### config.mk
export PLATFORM = sky130hd
export DESIGN_NAME = rpt_add_multiplier
export DESIGN_NICKNAME = d
export VERILOG_FILES = /design/src/rtl/rpt_mul_pkg.sv /design/src/rtl/rpt_mul_datapath.sv /design/src/rtl/rpt_add_multiplier.sv
export SDC_FILE = /design/constraint.sdc
export NUM_CORES = 1
export LEC_CHECK = 0
export CORE_MARGIN = 4
export CORE_UTILIZATION = 59
export DETAILED_ROUTE_END_ITERATION = 16
export PLACE_DENSITY = 0.87
export SLEW_MARGIN = 40
export SYNTH_ARGS = -nofsm -noshare
export SYNTH_HDL_FRONTEND = slang
export SYNTH_SLANG_ARGS = --single-unit
### constraint.sdc
create_clock -name clk -period 5 [get_ports clk]
set_clock_uncertainty 0.1 [all_clocks]
set_input_delay 0.5 -clock clk [delete_from_list [all_inputs] [get_ports clk]]
set_output_delay 0.5 -clock clk [all_outputs]
set_load 0.01 [all_outputs]
### src/rtl/rpt_mul_pkg.sv
// rpt_mul_pkg
//   Shared definitions for the repeated-addition multiplier:
//   controller state encoding and its width.
package rpt_mul_pkg;

  localparam int STATE_W = 3;

  typedef enum logic [STATE_W-1:0] {
    S_IDLE = 3'd0,
    S_LOAD = 3'd1,
    S_RUN  = 3'd2,
    S_FIX  = 3'd3,
    S_DONE = 3'd4
  } state_t;

endpackage

### src/rtl/rpt_mul_datapath.sv
// rpt_mul_datapath
//   Registers and arithmetic for the repeated-addition multiplier.
//   Ports:
//     clk, rst_n        clock, async active-low reset
//     capture           latch a_in/b_in/is_signed (request accepted)
//     load, clear       load adder/counter/sign from magnitudes, clear accumulator
//     add, dec          one loop step: acc += adder, counter -= 1
//     fix               write signed-corrected accumulator into product
//     is_signed, a_in, b_in  request operands
//     cnt_zero          counter value after this cycle's update is zero
//     product           2*WIDTH-bit result register
module rpt_mul_datapath #(
  parameter int WIDTH = 16
) (
  input  logic               clk,
  input  logic               rst_n,
  input  logic               capture,
  input  logic               load,
  input  logic               clear,
  input  logic               add,
  input  logic               dec,
  input  logic               fix,
  input  logic               is_signed,
  input  logic [WIDTH-1:0]   a_in,
  input  logic [WIDTH-1:0]   b_in,
  output logic               cnt_zero,
  output logic [2*WIDTH-1:0] product
);

  logic [WIDTH-1:0]   a_q, b_q;
  logic               sgn_q;
  logic [WIDTH-1:0]   adder_q;
  logic [WIDTH-1:0]   cnt_q;
  logic [2*WIDTH-1:0] acc_q;
  logic               neg_q;
  logic [2*WIDTH-1:0] product_q;

  logic [WIDTH-1:0]   mag_a, mag_b, mag_max, mag_min;
  logic               neg_nxt;
  logic [WIDTH-1:0]   cnt_nxt;

  // Unary minus on the most negative value wraps to itself, which read as
  // unsigned is exactly 2^(WIDTH-1), so the magnitude is still correct.
  assign mag_a   = (sgn_q && a_q[WIDTH-1]) ? -a_q : a_q;
  assign mag_b   = (sgn_q && b_q[WIDTH-1]) ? -b_q : b_q;
  assign mag_max = (mag_a >= mag_b) ? mag_a : mag_b;
  assign mag_min = (mag_a >= mag_b) ? mag_b : mag_a;
  assign neg_nxt = sgn_q & (a_q[WIDTH-1] ^ b_q[WIDTH-1]);

  // Zero compare looks at the value the counter is about to take, so the
  // controller can leave LOAD/RUN on the same edge the counter hits zero.
  always_comb begin
    cnt_nxt = cnt_q;
    if (load)
      cnt_nxt = mag_min;
    else if (dec)
      cnt_nxt = cnt_q - WIDTH'(1);
  end

  assign cnt_zero = (cnt_nxt == '0);

  always_ff @(posedge clk or negedge rst_n) begin
    if (!rst_n) begin
      a_q       <= '0;
      b_q       <= '0;
      sgn_q     <= 1'b0;
      adder_q   <= '0;
      cnt_q     <= '0;
      acc_q     <= '0;
      neg_q     <= 1'b0;
      product_q <= '0;
    end else begin
      if (capture) begin
        a_q   <= a_in;
        b_q   <= b_in;
        sgn_q <= is_signed;
      end
      if (load) begin
        adder_q <= mag_max;
        neg_q   <= neg_nxt;
      end
      if (load || dec)
        cnt_q <= cnt_nxt;
      if (clear)
        acc_q <= '0;
      else if (add)
        acc_q <= acc_q + {{WIDTH{1'b0}}, adder_q};
      if (fix)
        product_q <= neg_q ? -acc_q : acc_q;
    end
  end

  assign product = product_q;

endmodule

### src/rtl/rpt_add_multiplier.sv
// rpt_add_multiplier
//   Sequential multiplier by repeated addition; loop count is the smaller
//   operand magnitude. Signed/unsigned per request, synchronous abort.
//   Ports:
//     clk, rst_n        clock, async active-low reset
//     start             request, honoured only when idle
//     is_signed         two's-complement operands (sampled with start)
//     a_in, b_in        operands (sampled with start)
//     abort             cancel an in-flight operation (LOAD/RUN/FIX)
//     busy              high whenever not idle
//     done              one-cycle pulse, product valid
//     product           full 2*WIDTH-bit result, held until next request
//
//   state  | meaning
//   IDLE   | waiting for start; operands latched on accept
//   LOAD   | magnitudes/sign formed, adder=max, counter=min, acc cleared
//   RUN    | one add + counter decrement per cycle
//   FIX    | apply sign to accumulator into product
//   DONE   | done pulse, return to IDLE
module rpt_add_multiplier
  import rpt_mul_pkg::*;
#(
  parameter int WIDTH = 16
) (
  input  logic               clk,
  input  logic               rst_n,
  input  logic               start,
  input  logic               is_signed,
  input  logic [WIDTH-1:0]   a_in,
  input  logic [WIDTH-1:0]   b_in,
  input  logic               abort,
  output logic               busy,
  output logic               done,
  output logic [2*WIDTH-1:0] product
);

  state_t state_q, state_nxt;
  logic   capture, load, clear, add, dec, fix;
  logic   cnt_zero;

  always_ff @(posedge clk or negedge rst_n) begin
    if (!rst_n)
      state_q <= S_IDLE;
    else
      state_q <= state_nxt;
  end

  // abort wins over loop progress: no strobes are issued on an aborted cycle.
  always_comb begin
    state_nxt = state_q;
    capture   = 1'b0;
    load      = 1'b0;
    clear     = 1'b0;
    add       = 1'b0;
    dec       = 1'b0;
    fix       = 1'b0;
    unique case (state_q)
      S_IDLE: begin
        if (start) begin
          capture   = 1'b1;
          state_nxt = S_LOAD;
        end
      end
      S_LOAD: begin
        if (abort) begin
          state_nxt = S_IDLE;
        end else begin
          load      = 1'b1;
          clear     = 1'b1;
          state_nxt = cnt_zero ? S_FIX : S_RUN;
        end
      end
      S_RUN: begin
        if (abort) begin
          state_nxt = S_IDLE;
        end else begin
          add       = 1'b1;
          dec       = 1'b1;
          state_nxt = cnt_zero ? S_FIX : S_RUN;
        end
      end
      S_FIX: begin
        if (abort) begin
          state_nxt = S_IDLE;
        end else begin
          fix       = 1'b1;
          state_nxt = S_DONE;
        end
      end
      S_DONE:  state_nxt = S_IDLE;
      default: state_nxt = S_IDLE;
    endcase
  end

  assign busy = (state_q != S_IDLE);
  assign done = (state_q == S_DONE);

  rpt_mul_datapath #(.WIDTH(WIDTH)) u_datapath (
    .clk       (clk),
    .rst_n     (rst_n),
    .capture   (capture),
    .load      (load),
    .clear     (clear),
    .add       (add),
    .dec       (dec),
    .fix       (fix),
    .is_signed (is_signed),
    .a_in      (a_in),
    .b_in      (b_in),
    .cnt_zero  (cnt_zero),
    .product   (product)
  );

endmodule
# == Yosys cells after proc, flatten, opt, wreduce, memory -nomap -nowiden ==
# Index checks and enable logic that the tools add are counted.
# totals
reg_bits,133
out_inout_bits,34
# op_classes
bitwise_logic,2
add_sub_neg,5
n_reduce_logical,8
magnitude_cmp,1
n_mux,20
n_eq_ne,5
# ops
op,n
$mux 16,6
$mux 32,3
$add 32x16->32,1
$neg 16->16,2
$neg 32->32,1
$ge 16x16->1,1
$logic_not 16->1,1
$sub 16x1->16 const B,1
$pmux 3 s3,1
$mux 1,7
$eq 3x2->1 const B,2
$mux 3,2
$eq 3x1->1 const B,1
$eq 3x3->1 const B,1
$logic_not 3->1,1
$reduce_bool 3->1,1
$logic_and 1x1->1,2
$mux 2,1
$ne 2x2->1 const B,1
$reduce_bool 2->1,1
$reduce_or 2->1,1
$and 1x1->1,1
$logic_or 1x1->1,1
$xor 1x1->1,1

# == Longest topological paths before layout ==
# Gate-level depths: netlist of run 1.
# logic_depth
ltp_word,9
depth_mapped,17

# == By module ==
# Synthesis of run 1 repeated with hierarchy kept, for this count alone.
# hier_totals
cells_unflattened,872
area_unflattened_um2,8340.5
# by_module_without_submodules
mod,area_per_inst_um2,cells_per_inst,seq_area_each_um2,instances
rpt_mul_datapath,8132.8,852,3253.1,1
rpt_add_multiplier,207.7,20,75.1,1

# == Worst setup path after synthesis of run 1 ==
# Ideal clock, no wire load.
# synth_timing
path_type,reg2reg
startpoint,register u_datapath.a_q[8]
endpoint,register state_q[0]
arrival_time_ns,3.889
slack_ns,0.916
setup_ns,0.095
t_required_ns,4.805
n_path_buf,2
synth_period_minus_slack_ns,4.084
path_stages_with_launch,16
path_cell_list,dfrtp_1 -> or4_1 -> or4_1 -> or2_2 -> o21ai_1 -> xnor2_1 -> ha_1 -> a211oi_1 -> o2111ai_1 -> clkbuf_1 -> clkbuf_1 -> a211oi_1 -> nor3_1 -> nor4_1 -> o211ai_1 -> o31ai_1
# synth_between
elab_chain_cells,9
# synth_lines
item,line_no,source
from (decl),rpt_mul_datapath.sv:30,"logic [WIDTH-1:0] a_q, b_q;"
from (signal assigned),rpt_mul_datapath.sv:74,a_q <= a_in;
$neg 16->16,rpt_mul_datapath.sv:44,assign mag_a = (sgn_q && a_q[WIDTH-1]) ? -a_q : a_q;
$mux 16 *,rpt_mul_datapath.sv:44,
$ge 16x16->1,rpt_mul_datapath.sv:47,assign mag_min = (mag_a >= mag_b) ? mag_b : mag_a;
$mux 16 *,rpt_mul_datapath.sv:47,
$mux 16 *,rpt_mul_datapath.sv:54,if (load)
$logic_not 16->1 *,rpt_mul_datapath.sv:60,assign cnt_zero = (cnt_nxt == '0);
$mux 1 *,"rpt_add_multiplier.sv:70, rpt_add_multiplier.sv:79",
$mux 2 *,"rpt_add_multiplier.sv:65, rpt_add_multiplier.sv:74",
$pmux 3 s3 *,rpt_add_multiplier.sv:57,unique case (state_q)
to (signal assigned),rpt_add_multiplier.sv:45,state_q <= state_nxt;
to (decl),rpt_add_multiplier.sv:37,"state_t state_q, state_nxt;"
# Mark *: on every way between the ends. The rest lies on a longest branch, timed or not.
# A chain may end at the register's enable or synchronous reset.

# == Worst setup path in the final report of run 1 ==
# Ends and elaborated chain as after synthesis.

==> results of run 1 <==
## final timing paths
path | endpoint | depth (start not counted) | slack [ps] | start
max | state_q[0]$_DFFE_PN0P_ | 15 | 430 | u_datapath.a_q[8]$_DFFE_PN0P_
min | u_datapath.adder_q[2]$_DFFE_PN0P_ | 2 | 390 | u_datapath.adder_q[2]$_DFFE_PN0P_
max reg2reg | state_q[0]$_DFFE_PN0P_ | 15 | 430 | u_datapath.a_q[8]$_DFFE_PN0P_
min reg2reg | u_datapath.adder_q[2]$_DFFE_PN0P_ | 2 | 390 | u_datapath.adder_q[2]$_DFFE_PN0P_
max in group asynchronous | state_q[1]$_DFFE_PN0P_ | 4 | 3440 | rst_n
min in group asynchronous | u_datapath.product[7]$_DFFE_PN0P_ | 2 | 440 | rst_n
## layout make-up
| class | count | area (um^2) |
|---|---|---|
| fillers | 964 | 3679 |
| multi-input cells | 670 | 4526 |
| repair buffers | 89 | 875.8 |
| flip-flops and latches | 133 | 3329 |
| inverters | 24 | 90.09 |
| well taps | 176 | 220.2 |
| clock inverters | 10 | 143.9 |
| clock buffers | 22 | 484.2 |
## stage by stage
step	power, mW	instances	hold WS [ps]
2_1_floorplan	4.213	871	104.4
4_1_cts	6.639	1123	397.9
6_report	6.664	1124	392.3
3_5_place_dp	5.284	1090	351.2
5_1_grt	7.190	1124	414.0
3_3_place_gp	5.174	1089	352.4
## routing by layer
metal	part of all wire (%)	routed length (um)	vias to the layer above
li1	-	-	3250
met1	44	8418	3222
met4	3.2	618	0
met2	48	9191	197
met3	4.6	878	50
met5	0	0	-
## placed cells by master, fill, tap and decap left out, types with 10 or more instances in the layout
master	n
xnor2_1	35
a21o_1	13
nand3_1	10
xor2_1	51
a21oi_1	75
or3_1	13
buf_4	17
clkbuf_16	17
nor2_1	86
inv_1	22
dfrtp_1	132
ha_1	36
nor3_1	17
clkdlybuf4s50_1	69
o31ai_1	20
o21ai_0	58
mux2_2	33
nor4_1	11
nand2_1	75
## power breakdown
part / leakage (nW) / total, mW / internal, mW / switching [mW]
Sequential: 1.66 / 1.89 / 1.47 / 0.414
Clock: 0.299 / 1.31 / 0.839 / 0.469
Combinational: 2.18 / 3.47 / 1.51 / 1.96
Total: 4.14 / 6.66 / 3.82 / 2.84
## flip-flops by register name, indices dropped and copies added (netlist names)
register	flops
u_datapath.b_q	16
u_datapath.cnt_q	16
state_q	3
u_datapath.a_q	16
u_datapath.neg_q	1
u_datapath.sgn_q	1
u_datapath.product	32
u_datapath.adder_q	16
u_datapath.acc_q	32
## critical path: cells and delay by family (launching register included)
family / cells / cell delay (ps)
adders and majority gates: 1 / 300
buffers and inverters: 2 / 490
xor gates and xnor gates: 1 / 220
and+or+nand+nor: 4 / 1400
AOI/OAI and AO/OA: 7 / 1540
DFF: 1 / 420
## kinds of logic (layout without fill, tap and decap cells)
logic type               count (synthesis)  in the layout  synth area share [%]
AO/OA/AOI/OAI                          229            229                 17.82
adder cells (fa/ha/maj)                 37             37                 5.818
XOR/XNOR                                86             86                 9.315
buffers and inverters                   68            145                 3.156
AND/OR/NAND/NOR                        279            279                 17.39
multiplexers                            39             39                 5.338
flip-flops                             133            133                 41.16
## what timing repair did
action	in CTS	in global routing
hold endpoints to repair	31	0
resized for setup	0	0
hold buffers	1	0
==> flow_metrics.tcl, run 1 <==
set metrics [dict create \
    ir_drop_v 0.0005048 \
    grt.busiest_layer "met2" \
    setup_viol 0 \
    min_path_type "reg2reg" \
    fp.dieW_um 125.1 \
    slew_headroom_pct 55.79 \
    grtUsageMet1_pct 32.04 \
    yosysUniqueCellTypes 65 \
    pre_cts_ws_ps 550.7 \
    p_leak_nw 4.139 \
    crit_chain "or4_1 > or4_1 > o21ai_0 > xnor2_1 > ha_1 > a21o_1 > a211oi_1 > o2111ai_1 > buf_4 > and2_1 > buf_4 > a21oi_1 > o211a_1 > nand4b_1 > o31ai_1" \
    clkTransAtPathRegs_ps 60 \
    ctsRootBufferMaster "clkbuf_16" \
    drv_cap 0 \
    period_needed_ps 4572 \
    gr-total-overflow 0 \
    wirelength_um 19110 \
    grt_max_degree 60 \
    synth_common_cells "dfrtp_1 (133), nor2_1 (88), a21oi_1 (75), nand2_1 (75), o21ai_0 (58)" \
    synth_warnings 0 \
    clock_sinks 133 \
    grt_usage_pct 24.64 \
    die_h_um 125.1 \
    routed_via_density 5.978 \
    io_pins 71 \
    required_ps 5230 \
    yosysTopAreaCellShare_pct 41.16 \
    hold_violations 0 \
    finalSetupTns_ps 0 \
    synth-edff-count 0 \
    syn_nets 945 \
    fin_area_mm2 0.009669 \
    async_reset_ff_share_pct 100.0 \
    layout_worst_path_cycle_share_pct 91.43 \
    start_kind "register" \
    dr.pass1.iters 5 \
    avgRoutedWirePerCell_um 17.00 \
    cts_tree "yes" \
    drtIter0Drc 476 \
    met3_usage_pct 4.947 \
    postPlaceCellArea_mm2 0.009007 \
    place_hpwl_um 13470 \
    worst_slack_ps 428.4 \
    fmax_mhz 218.7 \
    core_mm2 0.01335 \
    clock_latency_ps 420 \
    rsz0062_at_grt "false" \
    netlist_area_mm2 0.008087 \
    antennaDiodeCount 0 \
    clockBufferDepth 2 \
    crit_type "reg2reg" \
    place.gp.congestion 0.9524 \
    grt_pass1_wl_um 31730 \
    placementRows 42 \
    dieArea_mm2 0.01564 \
    yosysTopAreaCell "dfrtp_1" \
    synthTopCellsByArea "dfrtp_1 (41%), ha_1 (5.6%), xor2_1 (5.5%)" \
    worst_slew_pin_slew_ps 662.4 \
    antenna_found_initial 0 \
    ys_seq_elements 133 \
    crit_fanout 34 \
    critical-path-slowest-cell "or4_1" \
    cts_setup_buffers 0 \
    cts_buffers 17 \
    via_count 6719 \
    status "finished, final reports clean" \
    end_kind "register" \
    h-tree-depth 4 \
    syn_area_per_cell_um2 9.284 \
    io_buffers 70 \
    syn2layout_area_growth_pct 19.57 \
    power.density_mw_per_mm2 689.2 \
    cp_slowest_stage_delay_ps 610 \
    grt_pass1_vias 6545 \
    fin_util_pct 72.44 \
    initial_core_util_pct 60.58 \
    synth-main-ff-cell "dfrtp_1" \
    drc 0 \
    grt_util_met2_pct 40.18 \
    cp.arrival_ps 4800 \
    final_nets 1009 \
    ant_nets 0 \
    drive_gt1_share_pct 11.39 \
    synth.most_common_cell "dfrtp_1" \
    synthCells 871 \
    seq_area_frac_synth_pct 41.16 \
    slew_viol_final 0 \
]
No activity file was read; power rests on OpenSTA's default activity.
==> run 2, diff against run 1 <==
Settings changed: ABC_AREA set to 1, SETUP_SLACK_MARGIN set to 0.15, SLEW_MARGIN 40 to 30.
==> flow_metrics.tcl, run 2 <==
set metrics [dict create \
    synth_common_cells "nand2_1 (282), nor2_1 (162), inv_1 (140), dfrtp_1 (133), o21ai_0 (102)" \
    slew_headroom_pct 43.89 \
    yosys.area_share.simple_pct 28.42 \
    finalSetupTns_ps 0 \
    required_ps 5270 \
    end_kind "register" \
    drtIter0Drc 673 \
    yosysTopAreaCellShare_pct 38.49 \
    mostFrequentLayoutCell "nand2_1" \
    final_nets 1347 \
    fmax_mhz 241.3 \
    yosysUniqueCellTypes 48 \
    async_reset_ff_share_pct 100.0 \
    hold_violations 0 \
    synth_top_family_by_area "simple AND/OR/NAND/NOR gates" \
    synth.most_common_cell "nand2_1" \
    clock_sinks 133 \
    clkTransAtPathRegs_ps 60 \
    cts_tree "yes" \
    clock_latency_ps 430 \
    layout_common_cells "nand2_1 (282), nor2_1 (161), inv_1 (140)" \
    min_path_type "in2async" \
    start_kind "register" \
    setup_viol 0 \
    status "finished, final reports clean" \
    antenna_found_initial 0 \
    power.density_mw_per_mm2 752.5 \
    grtUsageMet1_pct 34.63 \
    synth_compound_area_share_pct 14.63 \
    crit_fanout 21 \
    synthTopCellsByArea "dfrtp_1 (38%), nand2_1 (12%), nor2_1 (7.0%)" \
    netlist_area_mm2 0.008646 \
    syn_nets 1289 \
    initial_core_util_pct 61.33 \
    crit_type "reg2reg" \
    cts_buffers 17 \
    ir_drop_v 0.0004648 \
    ys_seq_elements 133 \
    synth-main-ff-cell "dfrtp_1" \
    placementRows 43 \
    wirelength_um 21180 \
    cp.arrival_ps 4410 \
    ctsHoldBuffers 0 \
    drive_gt1_share_pct 5.443 \
    finalPower_mw 7.589 \
    h-tree-depth 4 \
    ctsResizeCount 0 \
    place.gp.congestion 0.9911 \
    grt_util_met2_pct 45.88 \
    syn_area_per_cell_um2 7.116 \
    routed_via_density 5.590 \
    drc 0 \
    drv_cap 0 \
    yosysTopAreaCell "dfrtp_1" \
    die_h_um 129.1 \
    via_count 8195 \
    synth_warnings 0 \
    rsz0062_at_grt "false" \
    layout_worst_path_cycle_share_pct 82.88 \
    p_leak_nw 4.932 \
    worst_slew_pin_slew_ps 841.7 \
    grt_max_degree 65 \
    place_hpwl_um 15640 \
    avgRoutedWirePerCell_um 14.45 \
    gr-total-overflow 0 \
    io_buffers 70 \
    synth-xor-area-share_pct 4.356 \
    grt_usage_pct 27.05 \
    synthAdderAreaFrac_pct 5.441 \
    grt.busiest_layer "met2" \
    io_pins 71 \
    period_needed_ps 4144 \
    dr.pass1.iters 5 \
    muxShareOfSynthArea_pct 0.5210 \
    dieArea_mm2 0.01666 \
    seq_area_frac_synth_pct 38.49 \
    synth-edff-count 0 \
    grt_pass1_vias 7748 \
    clockBufferDepth 2 \
    met3_usage_pct 4.452 \
    cts_setup_buffers 0 \
    fp.dieW_um 129.1 \
    grt_pass1_wl_um 36260 \
    ctsRootBufferMaster "clkbuf_16" \
    ant_nets 0 \
    syn2layout_area_growth_pct 16.64 \
    synthCells 1215 \
    core_mm2 0.01410 \
    slew_viol_final 0 \
    antennaDiodeCount 0 \
]
[run 2: cell types whose count changed after synthesis, sizes merged, moves of 19 or more]
cell	delta
o21ai	+46
mux2	-29
nand2	+210
nand3	+66
inv	+121
o31ai	-19
xnor2	-30
nor2	+77
[run 2: cell families (layout without fill, tap and decap cells)]
logic type,Yosys count,after routing
simple gates,579,579
flops,133,133
mux,4,4
compound gates,235,235
xor+xnor,43,43
fa+ha+maj,37,37
buf+inv,184,255
[run 2: final timing paths]
kind	start	to	slack (ps)	cells past startpoint
worst max-delay path	u_datapath.b_q[0]$_DFFE_PN0P_	state_q[0]$_DFFE_PN0P_	860	22
worst min-delay path	rst_n	u_datapath.acc_q[4]$_DFFE_PN0P_	60	1
worst max register to register	u_datapath.b_q[0]$_DFFE_PN0P_	state_q[0]$_DFFE_PN0P_	860	22
worst min register to register	u_datapath.product[23]$_DFFE_PN0P_	u_datapath.product[23]$_DFFE_PN0P_	380	2
max in group asynchronous	rst_n	u_datapath.b_q[12]$_DFFE_PN0P_	3800	2
min in group clk	u_datapath.product[23]$_DFFE_PN0P_	u_datapath.product[23]$_DFFE_PN0P_	380	2
[run 2: stage by stage]
stage / cell area, um^2 / hold slack [ps] / utilization (%) / setup WS [ps] / cells
global route: 10080 / 131.0 / 71.54 / 437.3 / 1466
floorplan: 8646 / 104.4 / - / 1942 / 1215
detailed placement: 9478 / 372.6 / 67.24 / 961.0 / 1434
CTS: 10080 / 91.70 / 71.54 / 935.1 / 1466
finish: 10080 / 55.54 / 71.54 / 856.1 / 1466
global placement: 9475 / 364.3 / 67.22 / 1062 / 1434
[run 2: worst max-delay path, stage by stage (launching register included)]
cell and delay, ps:
dfrtp_1 400, inv_1 180, ha_1 210, nand3_1 120, nor2_1 170, nand2_1 90, nand2_1 80, o21ai_0 100
xor2_1 210, inv_1 70, ha_1 290, nand4_1 120, nor2_1 160, nand2_1 310, nand2_1 630, nand2_1 100
nand3_1 140, nand2_1 100, nor2_1 130, nand2_1 60, nor2_1 80, nand3_1 90, a21oi_2 110
[run 2: layer usage]
layer | part of all wire (%) | wire [um]
met1 | 43 | 9188
met2 | 48 | 10250
met3 | 5.7 | 1200
met4 | 2.5 | 536
met5 | 0 | 0
[run 2: report_power, final]
part / internal [mW] / switching (mW) / total, mW
sequential: 1.51 / 0.389 / 1.90
clock: 0.808 / 0.484 / 1.29
combinational: 1.56 / 2.84 / 4.39
[run 2: cell type report]
cell class              instances  area, um^2
fillers                      1151        4011
inverters                     145       544.3
clock inverters                12       150.1
flip-flops and latches        133        3328
multi-input cells             898        4622
clock buffers                  20       456.7
repair buffers                 78       758.2
well taps                     180       225.2
